==> config.mk <==
export PLATFORM = sky130hd
export DESIGN_NAME = prio_encoder_rr
export DESIGN_NICKNAME = d
export VERILOG_FILES = /design/src/rtl/prio_encoder_rr.sv
export SDC_FILE = /design/constraint.sdc
export NUM_CORES = 1
export LEC_CHECK = 0
export ABC_AREA = 1
export BUFFER_PORTS_ARGS = -buffer_cell sky130_fd_sc_hd__buf_4
export CORE_MARGIN = 3
export CORE_UTILIZATION = 47
export DETAILED_ROUTE_END_ITERATION = 6
export PLACE_DENSITY = 0.71
export REMOVE_ABC_BUFFERS = 1
export SYNTH_ARGS = -nofsm -noshare
export SYNTH_HDL_FRONTEND = slang
export SYNTH_SLANG_ARGS = --single-unit
==> constraint.sdc <==
create_clock -name i_clk -period 2.3 [get_ports i_clk]
set_input_delay 0.23 -clock i_clk [delete_from_list [all_inputs] [get_ports i_clk]]
set_output_delay 0.23 -clock i_clk [all_outputs]
set_load 0.03 [all_outputs]
==> src/rtl/prio_encoder_rr.sv <==
// prio_encoder_rr: priority encoder with selectable fixed / round-robin arbitration and a
// single registered output stage under valid/ready handshaking (1-cycle latency).
//
// Ports:
//   i_clk          clock, all state on rising edge
//   i_rst          synchronous active-high reset
//   i_req[N-1:0]   request vector, bit k = request k
//   i_rr_en        0 = fixed priority (bit N-1 highest), 1 = round-robin
//   i_in_valid     i_req/i_rr_en valid this cycle
//   o_in_ready     block can accept a request this cycle
//   o_out_valid    result registers hold an unconsumed result
//   i_out_ready    consumer takes the result this cycle
//   o_out_idx      granted index (0 when no request)
//   o_out_onehot   one-hot of granted index, all-zero when no request
//   o_out_none     accepted request vector was all-zero
module prio_encoder_rr #(
  parameter int unsigned N = 8,
  parameter int unsigned W = 3
) (
  input  logic         i_clk,
  input  logic         i_rst,
  input  logic [N-1:0] i_req,
  input  logic         i_rr_en,
  input  logic         i_in_valid,
  output logic         o_in_ready,
  output logic         o_out_valid,
  input  logic         i_out_ready,
  output logic [W-1:0] o_out_idx,
  output logic [N-1:0] o_out_onehot,
  output logic         o_out_none
);

  if (N < 2 || W != $clog2(N)) begin : g_bad_param
    $error("prio_encoder_rr: N must be >= 2 and W must equal clog2(N)");
  end

  logic         r_valid;
  logic [W-1:0] r_idx;
  logic [N-1:0] r_onehot;
  logic         r_none;
  logic [W-1:0] r_ptr;

  logic         w_accept;
  logic [W-1:0] w_start;
  logic [W-1:0] w_pos;
  logic         w_found;
  logic [W-1:0] w_grant;
  logic [N-1:0] w_onehot;
  logic [W-1:0] w_ptr_next;

  assign o_in_ready = !r_valid || i_out_ready;
  assign w_accept   = i_in_valid && o_in_ready;

  // Fixed priority is round-robin with the search starting at N-1, which also makes the
  // reset pointer (N-1) grant identically to fixed mode.
  assign w_start = i_rr_en ? r_ptr : W'(N - 1);

  // Descending search from w_start, wrapping modulo N; first set request wins.
  always_comb begin
    int s;
    int p;
    w_found = 1'b0;
    w_grant = '0;
    w_pos   = '0;
    s       = int'(w_start);
    for (int i = 0; i < int'(N); i++) begin
      p     = (s >= i) ? (s - i) : (s + int'(N) - i);
      w_pos = W'(p);
      if (!w_found && i_req[w_pos]) begin
        w_found = 1'b1;
        w_grant = w_pos;
      end
    end
  end

  always_comb begin
    w_onehot = '0;
    for (int k = 0; k < int'(N); k++) begin
      w_onehot[k] = w_found && (w_grant == W'(k));
    end
  end

  // Pointer moves just below the winner so the winner becomes lowest priority next time.
  assign w_ptr_next = (w_grant == '0) ? W'(N - 1) : (w_grant - W'(1));

  always_ff @(posedge i_clk) begin
    if (i_rst) begin
      r_valid  <= 1'b0;
      r_idx    <= '0;
      r_onehot <= '0;
      r_none   <= 1'b0;
      r_ptr    <= W'(N - 1);
    end else if (w_accept) begin
      r_valid  <= 1'b1;
      r_idx    <= w_grant;
      r_onehot <= w_onehot;
      r_none   <= !w_found;
      if (i_rr_en && w_found) begin
        r_ptr <= w_ptr_next;
      end
    end else if (i_out_ready) begin
      r_valid <= 1'b0;
    end
  end

  assign o_out_valid  = r_valid;
  assign o_out_idx    = r_idx;
  assign o_out_onehot = r_onehot;
  assign o_out_none   = r_none;

endmodule
Yosys cells after proc, flatten, opt, wreduce, memory -nomap -nowiden
Cells that the tools add are included.

Order comparisons: 15. Reduce and logical (&&, ||, !) cells: 30. Multiplexer cells: 43. $add $sub $neg: 16. Eq/ne operators: 7.

Operator list (count): 2-to-1 mux 3 bit (17); < comparator 3 x 4 -> 1 bit (second input constant) (8); binary-select mux 1 bit (select 3 bit) (8); subtractor 3 bit (second input constant) (8); 2-to-1 mux 1 bit (18); logical AND 1 bit (17); == test 3 bit (second input constant) (4); >= comparator 3 bit (second input constant) (4); subtractor 3 x 2 -> 3 bit (second input constant) (4); zero test 1 bit (9); subtractor 3 x 1 -> 3 bit (second input constant) (3); == test 3 x 2 -> 1 bit (second input constant) (2); >= comparator 3 x 2 -> 1 bit (second input constant) (2); adder 3 x 1 -> 3 bit (second input constant) (1); == test 3 x 1 -> 1 bit (second input constant) (1); >= comparator 3 x 1 -> 1 bit (second input constant) (1); zero test 3 bit (1); AND reduction 2 bit (1); nonzero test 2 bit (1); logical OR 1 bit (1).

Output and inout bits: 14. Bits in registers: 16.

Longest topological paths before layout
Depth after elaboration: 28. Depth in mapped cells: 21. Mapped depth without buffers: 20.

Worst setup path before layout
No wires, ideal clock.

Path type: register to register. Start point: register r_ptr[0]. End point: register r_onehot[4] (netlist: o_out_onehot[4]). Data arrival time: 2.189 ns. Period minus slack after synthesis: 2.259 ns. Required time: 2.229 ns. Stages on the path, launching flop included: 19. Setup time: 0.071 ns. Slack: 0.041 ns. Cell sequence: dfxtp_1 > inv_2 > nand2_4 > buf_6 > ha_1 > inv_1 > nand3_1 > nand3_1 > nand2_2 > inv_2 > nor2_2 > nand4_1 > nor2_1 > nor2_1 > nand2_1 > nand2_1 > inv_2 > nand2_1 > a21oi_1.

Cells in the longest elaborated chain, start to end: 28. Elaborated cells on any way between the ends: 78.

RTL lines: from (decl) (RTL line 41) `logic [W-1:0] r_ptr;`; from (signal assigned) (RTL line 92) `r_ptr <= W'(N - 1);`; from (signal assigned) (RTL line 99) `r_ptr <= w_ptr_next;`; 2-to-1 mux 3 bit (*) (RTL line 56) `assign w_start = i_rr_en ? r_ptr : W'(N - 1);`; adder 3 x 1 -> 3 bit (RTL line 67) `p = (s >= i) ? (s - i) : (s + int'(N) - i);`; subtractor 3 x 1 -> 3 bit (RTL line 67); 2-to-1 mux 3 bit (RTL line 67); binary-select mux 1 bit (select 3 bit) (RTL line 69) `if (!w_found && i_req[w_pos]) begin`; 2-to-1 mux 1 bit (implied by the code) (RTL line 69); logical AND 1 bit (RTL line 69); 2-to-1 mux 1 bit (RTL line 69); [12 not listed]; zero test 1 bit (RTL line 69); logical AND 1 bit (RTL line 69); 2-to-1 mux 1 bit (RTL line 69); zero test 1 bit (RTL line 69); logical AND 1 bit (RTL line 69); 2-to-1 mux 3 bit (RTL line 69); == test 3 bit (RTL line 79) `w_onehot[k] = w_found && (w_grant == W'(k));`; logical AND 1 bit (*) (RTL line 79); to (signal assigned) (RTL line 96) `r_onehot <= w_onehot;`; to (decl) (RTL line 39) `logic [N-1:0] r_onehot;`.

Every way passes the cells marked *; elsewhere a longest branch is shown, timed or not. The select of a mux whose other input is x is not followed. A chain may end at the register's enable or synchronous reset.

Worst setup path in the final report
Ends and elaborated chain as after synthesis.

==> metrics <==
synthesized cell area=1700 sq um; WHS=195 ps; vias in the first global route=1754; max-slew violations=0; Final WS setup=14.5 ps; worst hold start=i_rst; initial antenna violation count=0; fmax=0.438 GHz; clk slew on worst S/H paths=90 ps; DP Cell Count=389; clk_lat worst skew=280 ps; Pwr per Cell Area=497 nW/um^2; Seq pwr share=roughly a quarter; Vias/cell=between 5 and 6; CTS max path bufs=2; grt ovf=0; Max VDD drop=0.533 mV; Die X=66.1 um; CTS tree=built; Placeable Area=3420 sq um; final setup skew=2.74 ps; leakage=1.26 nW; Ports=27; Pre-antenna DRT Iters=4; placement-stage cell area=2010 sq um; Final period util=99.4%; post-synthesis register bit count=16; max-cap viol count=0; CP Max Fanout=6; Worst Setup Path Type=reg -> reg; synthesized area per cell=about 5.5 sq um; Die Height=approximately 66 um; reg-to-reg critical path startpoint=r_ptr[0]$_SDFFE_PP1P_; measured slew at the worst slew-check pin=369 ps; logic gate share of total power=60.7%; Cell Int Power=slightly below 0.7 mW; WL per Instance=13.4 um; P_sw=about 0.58 mW; share of cells above drive strength 1=between 40% and 50%; final total power=1.27 mW; Worst setup EP type=flip-flop; RSZ-0062 raised after global routing=true; Final HPWL DP=around 3600 um; final core occ=74.8%; Worst Setup EP=o_out_onehot[4]$_SDFFE_PP0P_; Switching Fraction=46.0%; Final Instance Count excl. Fillers=407; worst r2r path cells=18; crit path DAT=2510 ps; Final TNS setup=0 ps; critical path startpoint=r_ptr[0]$_SDFFE_PP1P_; antenna diode count=0; final net count=376; area of the die=4370 sq um; IO buf count=26; Hold Crit Class=in -> reg; cell count after synthesis=309; capturing point of the worst reg2reg path=o_out_onehot[4]$_SDFFE_PP0P_; antenna-violating nets left=0; gpl congestion=0.915; sequential share of the synthesized area=18.9%; CTS Buf Count=3; global-route wire length before repair=7600 um; DRC violations left=0; final instance area=around 2600 sq um; slew margin rel.=75.3%; Hold-fix buffers, CTS=0; post-synthesis cell type count=24; H-tree depth=1; Root Driver=clkbuf_4; minimum clock period=2290 ps; CTS Sinks=16; status=finished, final reports clean; largest net degree at the start of global routing=13; area grow syn2layout=50.6%; Startpoint Class=flip-flop; clock share of power=14.4%; Synth Warn #=0; Hold Fails Final Rpt=0; Overall Global Routing Usage=21.6%; vias=about 2200; FP Rows=21; initial core utilization=49.7%; DRT iter0 DRCs=197; CP Data Required Time=2520 ps; worst reg-to-reg setup slack=about 15 ps; drt total wl=5470 um; Place WS=-121 ps; final setup fails=0
-- metal layers --
metal / vias up / global-route usage (%) / part of all wire [%]
met3: 25 / 0.680 / 5.2
li1: 1111 / - / -
met4: 0 / 9.90 / 4.4
met5: - / 0 / 0
met2: 95 / 35.8 / 50
met1: 1000 / 28.7 / 41
-- cell usage after synthesis --
master | n | area share, %
nor2_1 | 40 | 8.8
o21ai_1 | 3 | 0.88
buf_4 | 1 | 0.44
nand2_2 | 7 | 2.6
nand4_1 | 11 | 4.1
o211ai_1 | 2 | 0.88
nand3_1 | 51 | 15
o21ai_2 | 1 | 0.52
nand4_2 | 1 | 0.74
o21ai_0 | 2 | 0.59
nand3b_1 | 1 | 0.44
ha_1 | 1 | 0.74
inv_2 | 11 | 2.4
nand2_1 | 110 | 24
nor2_4 | 2 | 1.3
nand3_2 | 6 | 3.5
a21oi_1 | 7 | 2.1
nor2_2 | 4 | 1.5
buf_6 | 3 | 2.0
nor2_8 | 1 | 1.2
clkbuf_1 | 2 | 0.44
dfxtp_1 | 16 | 19
nand2_4 | 2 | 1.3
inv_1 | 24 | 5.3
-- critical path: stages, from the launching register on --
cell and delay, ps:
dfxtp_4 380, inv_8 90, nand2_8 70, buf_6 140
nand2_2 70, nand2_2 60, nand2_2 80, nand3_1 90
nand2_2 160, nand3_2 120, nor2_4 160, nand4_1 150
nor2_2 170, nor2_4 70, nand2_4 100, nand2_4 70
inv_2 70, nand2_1 60, a21oi_2 110
-- what timing repair did --
action,in CTS,in global routing
buffers inserted,1,11
endpoints found under the hold margin,0,0
endpoints found under the setup margin,13,15
pin swaps,1,42
resized for setup,4,99
gates cloned,0,2
-- power groups by stage --
stage | clock network [mW] | logic [mW] | registers, mW
final | 0.183 | 0.772 | 0.316
after global routing | 0.200 | 0.839 | 0.319
after CTS | 0.192 | 0.576 | 0.313
after detailed placement | 0 | 0.560 | 0.319
after global placement | 0 | 0.562 | 0.319
after floorplan | 0 | 0.356 | 0.354
-- cell usage in the layout (no fill, tap or decap), types with 3 or more instances in the layout --
master / Yosys / routed
a21oi_1: 7 / 5
buf_4: 1 / 46
buf_6: 3 / 5
clkbuf_4: 0 / 3
dfxtp_1: 16 / 13
inv_1: 24 / 23
inv_2: 11 / 7
inv_4: 0 / 3
nand2_1: 110 / 84
nand2_2: 7 / 21
nand2_4: 2 / 14
nand3_1: 51 / 32
nand3_2: 6 / 23
nand4_1: 11 / 11
nor2_1: 40 / 29
nor2_2: 4 / 11
nor2_4: 2 / 6
-- logic make-up after synthesis --
family	count (synthesis)	share of synthesized area (%)
AND/OR/NAND/NOR	236	64.8
buffers and inverters	41	10.6
flip-flops	16	18.9
AO/OA/AOI/OAI	15	4.94
adder cells (fa/ha/maj)	1	0.737
-- worst min-delay path by stage --
stage,end,depth (start not counted)
floorplan,o_out_onehot[0]$_SDFFE_PP0P_,1
global placement,o_out_onehot[0]$_SDFFE_PP0P_,2
detailed placement,o_out_onehot[4]$_SDFFE_PP0P_,2
CTS,o_out_valid$_SDFFE_PP0P_,2
global route,o_out_onehot[4]$_SDFFE_PP0P_,2
finish,o_out_onehot[5]$_SDFFE_PP0P_,2
-- cell type report --
| type | instances | area [sq um] |
|---|---|---|
| tap | 46 | 57.6 |
| clock buffer | 4 | 36.3 |
| timing repair buffer | 53 | 442 |
| fill | 256 | 860 |
| inverter | 35 | 151 |
| multi-input combinational | 253 | 1540 |
| sequential | 16 | 329 |
-- sequential cells by signal (all words and copies together) (netlist names) --
signal        count
o_out_idx         3
o_out_valid       1
o_out_none        1
r_ptr             3
o_out_onehot      8
No activity file was read; power rests on OpenSTA's default activity.
